$ cat src/rtl/pool_ctrl.sv
// rtl/pool_ctrl.sv - sequences 2x2 windows from the input buffer through a pooling unit into the output buffer
// Optional feature: define POOL_CTRL_RELU_EN to clamp negative pooled results to zero on write.
module pool_ctrl #(
    parameter int BUF_WIDTH  = 26,
    parameter int FM_SIZE    = 24,
    parameter int ADDR_WIDTH = 10
) (
    input  logic                   clk,
    input  logic                   rst_n,
    input  logic                   start,
    output logic                   busy,
    output logic                   done,
    output logic                   rd_en,
    output logic [ADDR_WIDTH-1:0]  rd_addr,
    input  logic [BUF_WIDTH-1:0]   rd_data,
    output logic                   pool_start,
    output logic [4*BUF_WIDTH-1:0] pool_ifm,
    input  logic [BUF_WIDTH-1:0]   pool_ofm,
    output logic                   wr_en,
    output logic [ADDR_WIDTH-1:0]  wr_addr,
    output logic [BUF_WIDTH-1:0]   wr_data
);
    typedef enum logic [2:0] {
        S_IDLE, S_RD, S_CAP, S_FIRE, S_WAIT, S_WR, S_DONE
    } state_t;

    localparam logic [ADDR_WIDTH-1:0] L_FM   = ADDR_WIDTH'(FM_SIZE);
    localparam logic [ADDR_WIDTH-1:0] L_HALF = ADDR_WIDTH'(FM_SIZE / 2);
    localparam logic [ADDR_WIDTH-1:0] L_LAST = ADDR_WIDTH'(FM_SIZE - 2);
    localparam logic [ADDR_WIDTH-1:0] L_TWO  = ADDR_WIDTH'(2);

    state_t                 r_state;
    state_t                 w_next;
    logic [ADDR_WIDTH-1:0]  r_row;
    logic [ADDR_WIDTH-1:0]  r_col;
    logic [1:0]             r_k;
    logic [4*BUF_WIDTH-1:0] r_ifm;
    logic [ADDR_WIDTH-1:0]  w_rd_addr;
    logic [ADDR_WIDTH-1:0]  w_wr_addr;
    logic [BUF_WIDTH-1:0]   w_result;
    logic                   w_last;

    assign w_last    = (r_row == L_LAST) && (r_col == L_LAST);
    // k[0] selects the right-hand column, k[1] the lower row of the window
    assign w_rd_addr = r_row * L_FM + r_col + (r_k[1] ? L_FM : '0) + ADDR_WIDTH'(r_k[0]);
    assign w_wr_addr = (r_row >> 1) * L_HALF + (r_col >> 1);

`ifdef POOL_CTRL_RELU_EN
    assign w_result = pool_ofm[BUF_WIDTH-1] ? '0 : pool_ofm;
`else
    assign w_result = pool_ofm;
`endif

    always_ff @(posedge clk or negedge rst_n) begin
        if (!rst_n) begin
            r_state <= S_IDLE;
        end else begin
            r_state <= w_next;
        end
    end

    always_comb begin
        w_next     = r_state;
        busy       = 1'b0;
        done       = 1'b0;
        rd_en      = 1'b0;
        rd_addr    = '0;
        pool_start = 1'b0;
        wr_en      = 1'b0;
        wr_addr    = '0;
        wr_data    = '0;
        case (r_state)
            S_IDLE: begin
                if (start) w_next = S_RD;
            end
            S_RD: begin
                busy    = 1'b1;
                rd_en   = 1'b1;
                rd_addr = w_rd_addr;
                if (r_k == 2'd3) w_next = S_CAP;
            end
            S_CAP: begin
                busy   = 1'b1;
                w_next = S_FIRE;
            end
            S_FIRE: begin
                busy       = 1'b1;
                pool_start = 1'b1;
                w_next     = S_WAIT;
            end
            S_WAIT: begin
                busy   = 1'b1;
                w_next = S_WR;
            end
            S_WR: begin
                busy    = 1'b1;
                wr_en   = 1'b1;
                wr_addr = w_wr_addr;
                wr_data = w_result;
                w_next  = w_last ? S_DONE : S_RD;
            end
            S_DONE: begin
                done   = 1'b1;
                w_next = S_IDLE;
            end
            default: w_next = S_IDLE;
        endcase
    end

    // Read data lags the address by a cycle, so RD k captures slot k-1 and CAP captures slot 3
    always_ff @(posedge clk or negedge rst_n) begin
        if (!rst_n) begin
            r_row <= '0;
            r_col <= '0;
            r_k   <= '0;
            r_ifm <= '0;
        end else begin
            if (r_state == S_IDLE && start) begin
                r_row <= '0;
                r_col <= '0;
                r_k   <= '0;
            end
            if (r_state == S_RD) begin
                r_k <= r_k + 2'd1;
            end
            for (int s = 0; s < 3; s++) begin
                if (r_state == S_RD && r_k == 2'(s + 1)) begin
                    r_ifm[s*BUF_WIDTH +: BUF_WIDTH] <= rd_data;
                end
            end
            if (r_state == S_CAP) begin
                r_ifm[3*BUF_WIDTH +: BUF_WIDTH] <= rd_data;
            end
            if (r_state == S_WR) begin
                if (r_col == L_LAST) begin
                    r_col <= '0;
                    r_row <= r_row + L_TWO;
                end else begin
                    r_col <= r_col + L_TWO;
                end
            end
        end
    end

    assign pool_ifm = r_ifm;

endmodule
$ cat config.mk
export PLATFORM = sky130hd
export DESIGN_NAME = pool_ctrl
export DESIGN_NICKNAME = d
export VERILOG_FILES = /design/src/rtl/pool_ctrl.sv
export SDC_FILE = /design/constraint.sdc
export NUM_CORES = 1
export LEC_CHECK = 0
export CELL_PAD_IN_SITES_DETAIL_PLACEMENT = 1
export CELL_PAD_IN_SITES_GLOBAL_PLACEMENT = 1
export CORE_MARGIN = 4
export CORE_UTILIZATION = 34
export DETAILED_ROUTE_END_ITERATION = 12
export PLACE_DENSITY = 0.75
export SLEW_MARGIN = 20
export SYNTH_ARGS = -nofsm -noshare
export SYNTH_HDL_FRONTEND = slang
export SYNTH_SLANG_ARGS = --single-unit
$ cat constraint.sdc
create_clock -name clk -period 3.5 [get_ports clk]
set_input_delay 0.7 -clock clk [delete_from_list [all_inputs] [get_ports clk]]
set_output_delay 0.7 -clock clk [all_outputs]
set_load 0.02 [all_outputs]
Word level (Yosys, flattened, before mapping):

Cells that the tools add are included.

* word-level logic and storage cells: 61
* flip-flop bits (word level): 129
* input bits: 55
* output and inout bits: 155

* mux-type cells: 21
* $add $sub $neg: 7
* reductions and logical operators: 10
* equal/unequal tests: 13
* multiply operators: 2

Operators by type and width (count)
* $mux W10: 8
* $mux W26: 1
* $add A10 B2 Y10 const B: 2
* $eq A10 B5 Y1 const B: 2
* $pmux W3 S6: 1
* $add A10 B1 Y10: 1
* $add A10 B10 Y10: 1
* $add A10 B5 Y10: 1
* $add A10 B9 Y10: 1
* $mul A10 B2 Y7 const B: 1
* $eq A3 B3 Y1 const B: 3
* $mul A9 B2 Y8 const B: 1
* $mux W3: 3
* $eq A3 B2 Y1 const B: 2
* $logic_and A1 B1 Y1: 5
* $mux W1: 5
* $mux W5: 1
* $reduce_or A5 Y1: 1
* $eq A2 B2 Y1 const B: 2
* $mux W2: 2
* $ne A2 B2 Y1 const B: 2
* $reduce_bool A2 Y1: 2
* $eq A3 B1 Y1 const B: 1
* $logic_not A3 Y1: 1
* 3 further kinds: 3

Logic depth before layout (Yosys ltp):

* depth after elaboration: 5
* mapped depth: 12
* mapped depth without buffers: 12

Worst setup path after synthesis:

Ideal clock, no wire load.

* path type: register to output
* from: register r_row[1]
* to: output rd_addr[9]
* cell stages (with the launch flop): 12
* buffers on the path: 0
* setup slack: -180 ps
* data required time: 2800 ps
* arrival: 2980 ps
* path through: dfrtp_1 -> ha_1 -> fa_1 -> a21o_1 -> a21oi_1 -> xor2_1 -> ha_1 -> ha_1 -> a21oi_1 -> o21ai_0 -> a21o_1 -> mux2i_1

* longest elaborated chain between the ends: 5

Ends and longest elaborated chain
* from (decl): line 34 `logic [ADDR_WIDTH-1:0] r_row;`
* from (signal assigned): line 137 `r_row <= r_row + L_TWO;`
* $mul A10 B2 Y7: line 45 `assign w_rd_addr = r_row * L_FM + r_col + (r_k[1] ? L_FM : '0) + ADDR_WIDTH'(r_k[0]);`
* $add A10 B10 Y10: line 45
* $add A10 B5 Y10: line 45
* $add A10 B1 Y10: line 45
* $mux W10: line 72 `case (r_state)`
* to (decl): line 14 `output logic [ADDR_WIDTH-1:0] rd_addr,`

Every way passes these cells.

Final worst setup path:

Same ends and word-level chain as after synthesis.

==> key figures <==
Setup path
  • Worst Path Required: 2.80 ns
  • Worst path cell trace: buf_12, fa_2, a21o_1, a21oi_2, xor2_1, ha_1, ha_4, a21oi_4, nand4_1, a21o_1, mux2i_4, buf_6
  • Most used cell along the critical path: a21o_1
  • Slowest-stage cell, CP: dfrtp_2
  • CP peak stage delay: 0.45 ns
  • Kind of end point of the critical path: primary output
  • Arrival time worst endpoint: 3.15 ns
  • Critical Path Start Type: register
  • Max FO, Critical Path: 3
  • Worst setup path class: register to primary output

Layout
  • Share of layout cells above drive strength 1: between 30 and 40%
  • Fin cells: 1105
  • Area Overhead vs Synth: 52.1%
  • Fin nets: 917
  • Inserted Diodes: 0

Route
  • Routed vias: 5507
  • WL per Instance: 20.0 um
  • First DRT Iteration DRCs: a little under 200
  • Vias/cell: around 5.0
  • Initial DRT Pass Iterations: 4
  • DRT Wirelength: 22100 um
  • Drc violations: 0
  • Routed Antenna Nets: 0

GRT
  • Largest net degree at the start of global routing: 52
  • Tot GR Track Use: 19.0%
  • Congestion Overflow GR: 0
  • Initial antenna violation count: 2
  • First-pass GRT wire length: 34000 um
  • Grt met3 use: 4.94%
  • GR met2 Demand/Resource: 33.8%
  • Vias in the first global route: 6095
  • Layer with the highest usage: met2
  • Met1 Track Usage GR: 22.6%

Pwr
  • Worst vdd ir: 0.413 mV
  • Pwr dens: approximately 830 nW/um^2
  • Pleak: 4.67 nW

STA
  • Worst Skew: 0.00992 ns
  • Slew Limit Headroom: 55.0%
  • Period utilization: 110%
  • Least-Margin Pin Slew: 0.675 ns
  • Fin. Hold Viols: 0
  • Hold WS: about 0.34 ns
  • Max-slew violation count: 0
  • Final Setup Violations: 7
  • Setup TNS: -1.53 ns
  • RSZ-0062 raised after global routing: true
  • Minimum clock period: 3.85 ns
  • Fmax: 260 MHz
  • Post-route setup slack: -0.348 ns

Clock network
  • Clock net sink count: 128
  • Clock transition at path regs: 0.06 ns
  • CTS tree: done
  • CTS Buffer Depth: 2
  • Worst-Skew Late Latency: just over 0.4 ns
  • Total CTS buffers: 17
  • H-tree Lvls: 4
  • Clock Tree Root: clkbuf_16

Logic synthesis
  • Sequential fraction of the synthesis area: approximately 46%
  • Flops & latches, synth: 128
  • Synthesis Warnings: 0
  • Synth Net Count: 650
  • Syn_area_per_cell: ~13 um^2
  • EDFF count, synth: 0
  • Post-synth ARST share: 100%
  • Synth area leader: dfrtp_1
  • Commonest cells post-synth: dfrtp_1 (128), mux2_4 (60), mux2_2 (45), and2_1 (34), ha_1 (34)
  • Top-count cell post-synth: dfrtp_1
  • Synth Instances: ~560
  • Predominant post-synthesis flop cell: dfrtp_1
  • Top cell type's share of synthesized area: 45.8%
  • Mapped cell area: 6990 um^2
  • Synth top area cells: dfrtp_1 (46%), mux2_4 (13%), mux2_2 (7.3%), ha_1 (6.1%), and2_1 (3.0%)
  • Post-synthesis cell type count: 62

Placed design
  • Post-DP HPWL: 16200 um
  • I/O Buffers: 209
  • Placed cells: 1066
  • Placer Congestion: 0.843

Floorplanning
  • Rows: 52
  • CORE AREA: ~20000 um^2
  • Die Ht: approximately 150 um
  • I/O pins: 210
  • Initial Utilization: 34.5%
  • Die width: about 150 um
  • Die ar.: 22900 um^2

Min path
  • Worst hold path class: primary input to async pin

Status
  • Status: finished with violations
  • Failing checks: setup timing

Flow run
  • Max-cap violations: 0
## final cells by class
class | count | area [um^2]
tap | 270 | 338
clock inverter | 12 | 134
clock buffer | 19 | 453
fill | 2051 | 9610
inverter | 22 | 86.3
timing repair buffer | 274 | 2630
sequential | 128 | 3210
multi-input combinational | 380 | 3790
## registers in the layout (all words and copies together) (netlist names)
name      count
r_k           2
r_state       3
r_row        10
r_col         9
pool_ifm    104
## final timing paths
check	startpoint	endpoint	slack (ns)	cells past startpoint
max in group asynchronous	rst_n	pool_ifm[90]	2.30	2
worst min-delay path	rst_n	pool_ifm[43]	0.34	1
min in group clk	r_row[9]	r_row[9]	0.49	1
worst max register to register	r_state[1]	pool_ifm[27]	1.19	4
worst min register to register	r_row[9]	r_row[9]	0.49	1
worst max-delay path	r_row[1]	rd_addr[9]	-0.35	12
## worst max-delay path: cells and delay by family, from the launching register on
kind	cells	cell delay, ns
AOI/OAI and AO/OA	4	0.64
xor gates and xnor gates	1	0.16
adders and majority gates	3	0.89
buffers and inverters	2	0.28
DFF	1	0.45
muxes	1	0.16
and+or+nand+nor	1	0.14
## layer usage
layer,share of wire (%),routed length (um)
met4,0.90,199
met1,40,8930
met3,7.9,1750
met2,51,11200
met5,0.032,7
## cell families after synthesis
family,count (synthesis),share of synthesized area (%)
other,1,0.0537
and+or+nand+nor,141,12.0
muxes,112,21.1
buffers and inverters,48,4.90
adders and majority gates,39,7.52
xor gates and xnor gates,12,1.50
DFF,128,45.8
AOI/OAI and AO/OA,75,7.09
## report_power, final
part	switching (mW)	internal, mW
logic	2.11	2.38
registers	0.471	2.15
clock network	0.664	1.09
total	3.25	5.61
## cells in the final DEF, fill, tap and decap left out, types with 4 or more instances in the layout
cell type,synthesis,final
ha_4,0,9
nor3_2,0,4
clkdlybuf4s50_1,0,195
nand2b_1,6,5
a21oi_2,0,5
inv_1,20,17
a31oi_1,8,6
and2_1,34,34
xnor2_1,10,9
clkinv_2,1,4
mux2_4,60,61
a21oi_1,16,9
a21o_1,5,5
mux2i_1,7,6
ha_1,34,23
o211ai_1,6,6
nor3_1,9,4
mux2_2,45,44
buf_4,1,60
buf_6,1,14
nand4_1,8,8
o21ai_0,15,9
nand2_1,26,24
clkbuf_16,0,17
nor2b_1,7,6
nand3_1,9,8
nor2_1,16,15
dfrtp_1,128,126
a211oi_1,6,4
## metrics by stage
stage	setup slack, ns	cell area (um^2)	utilization (%)	total power, mW
floorplan	0.0230	7010	-	5.12
CTS	-0.384	10400	51.5	8.91
finish	-0.348	10600	52.5	8.86
global placement	-0.578	9600	47.5	6.90
detailed placement	-0.707	9600	47.5	7.06
global route	-0.506	10600	52.5	9.29
## timing repair
| action | 4_1_cts | 5_1_grt |
|---|---|---|
| pin swaps | 25 | 22 |
| gates resized for setup | 97 | 43 |
| hold buffers | 0 | 0 |
| endpoints found under the hold margin | 0 | 0 |
| setup endpoints to repair | 12 | 12 |
| gates cloned | 0 | 0 |
| setup buffers | 7 | 2 |
Note: power is estimated with default switching activity, not from simulation.
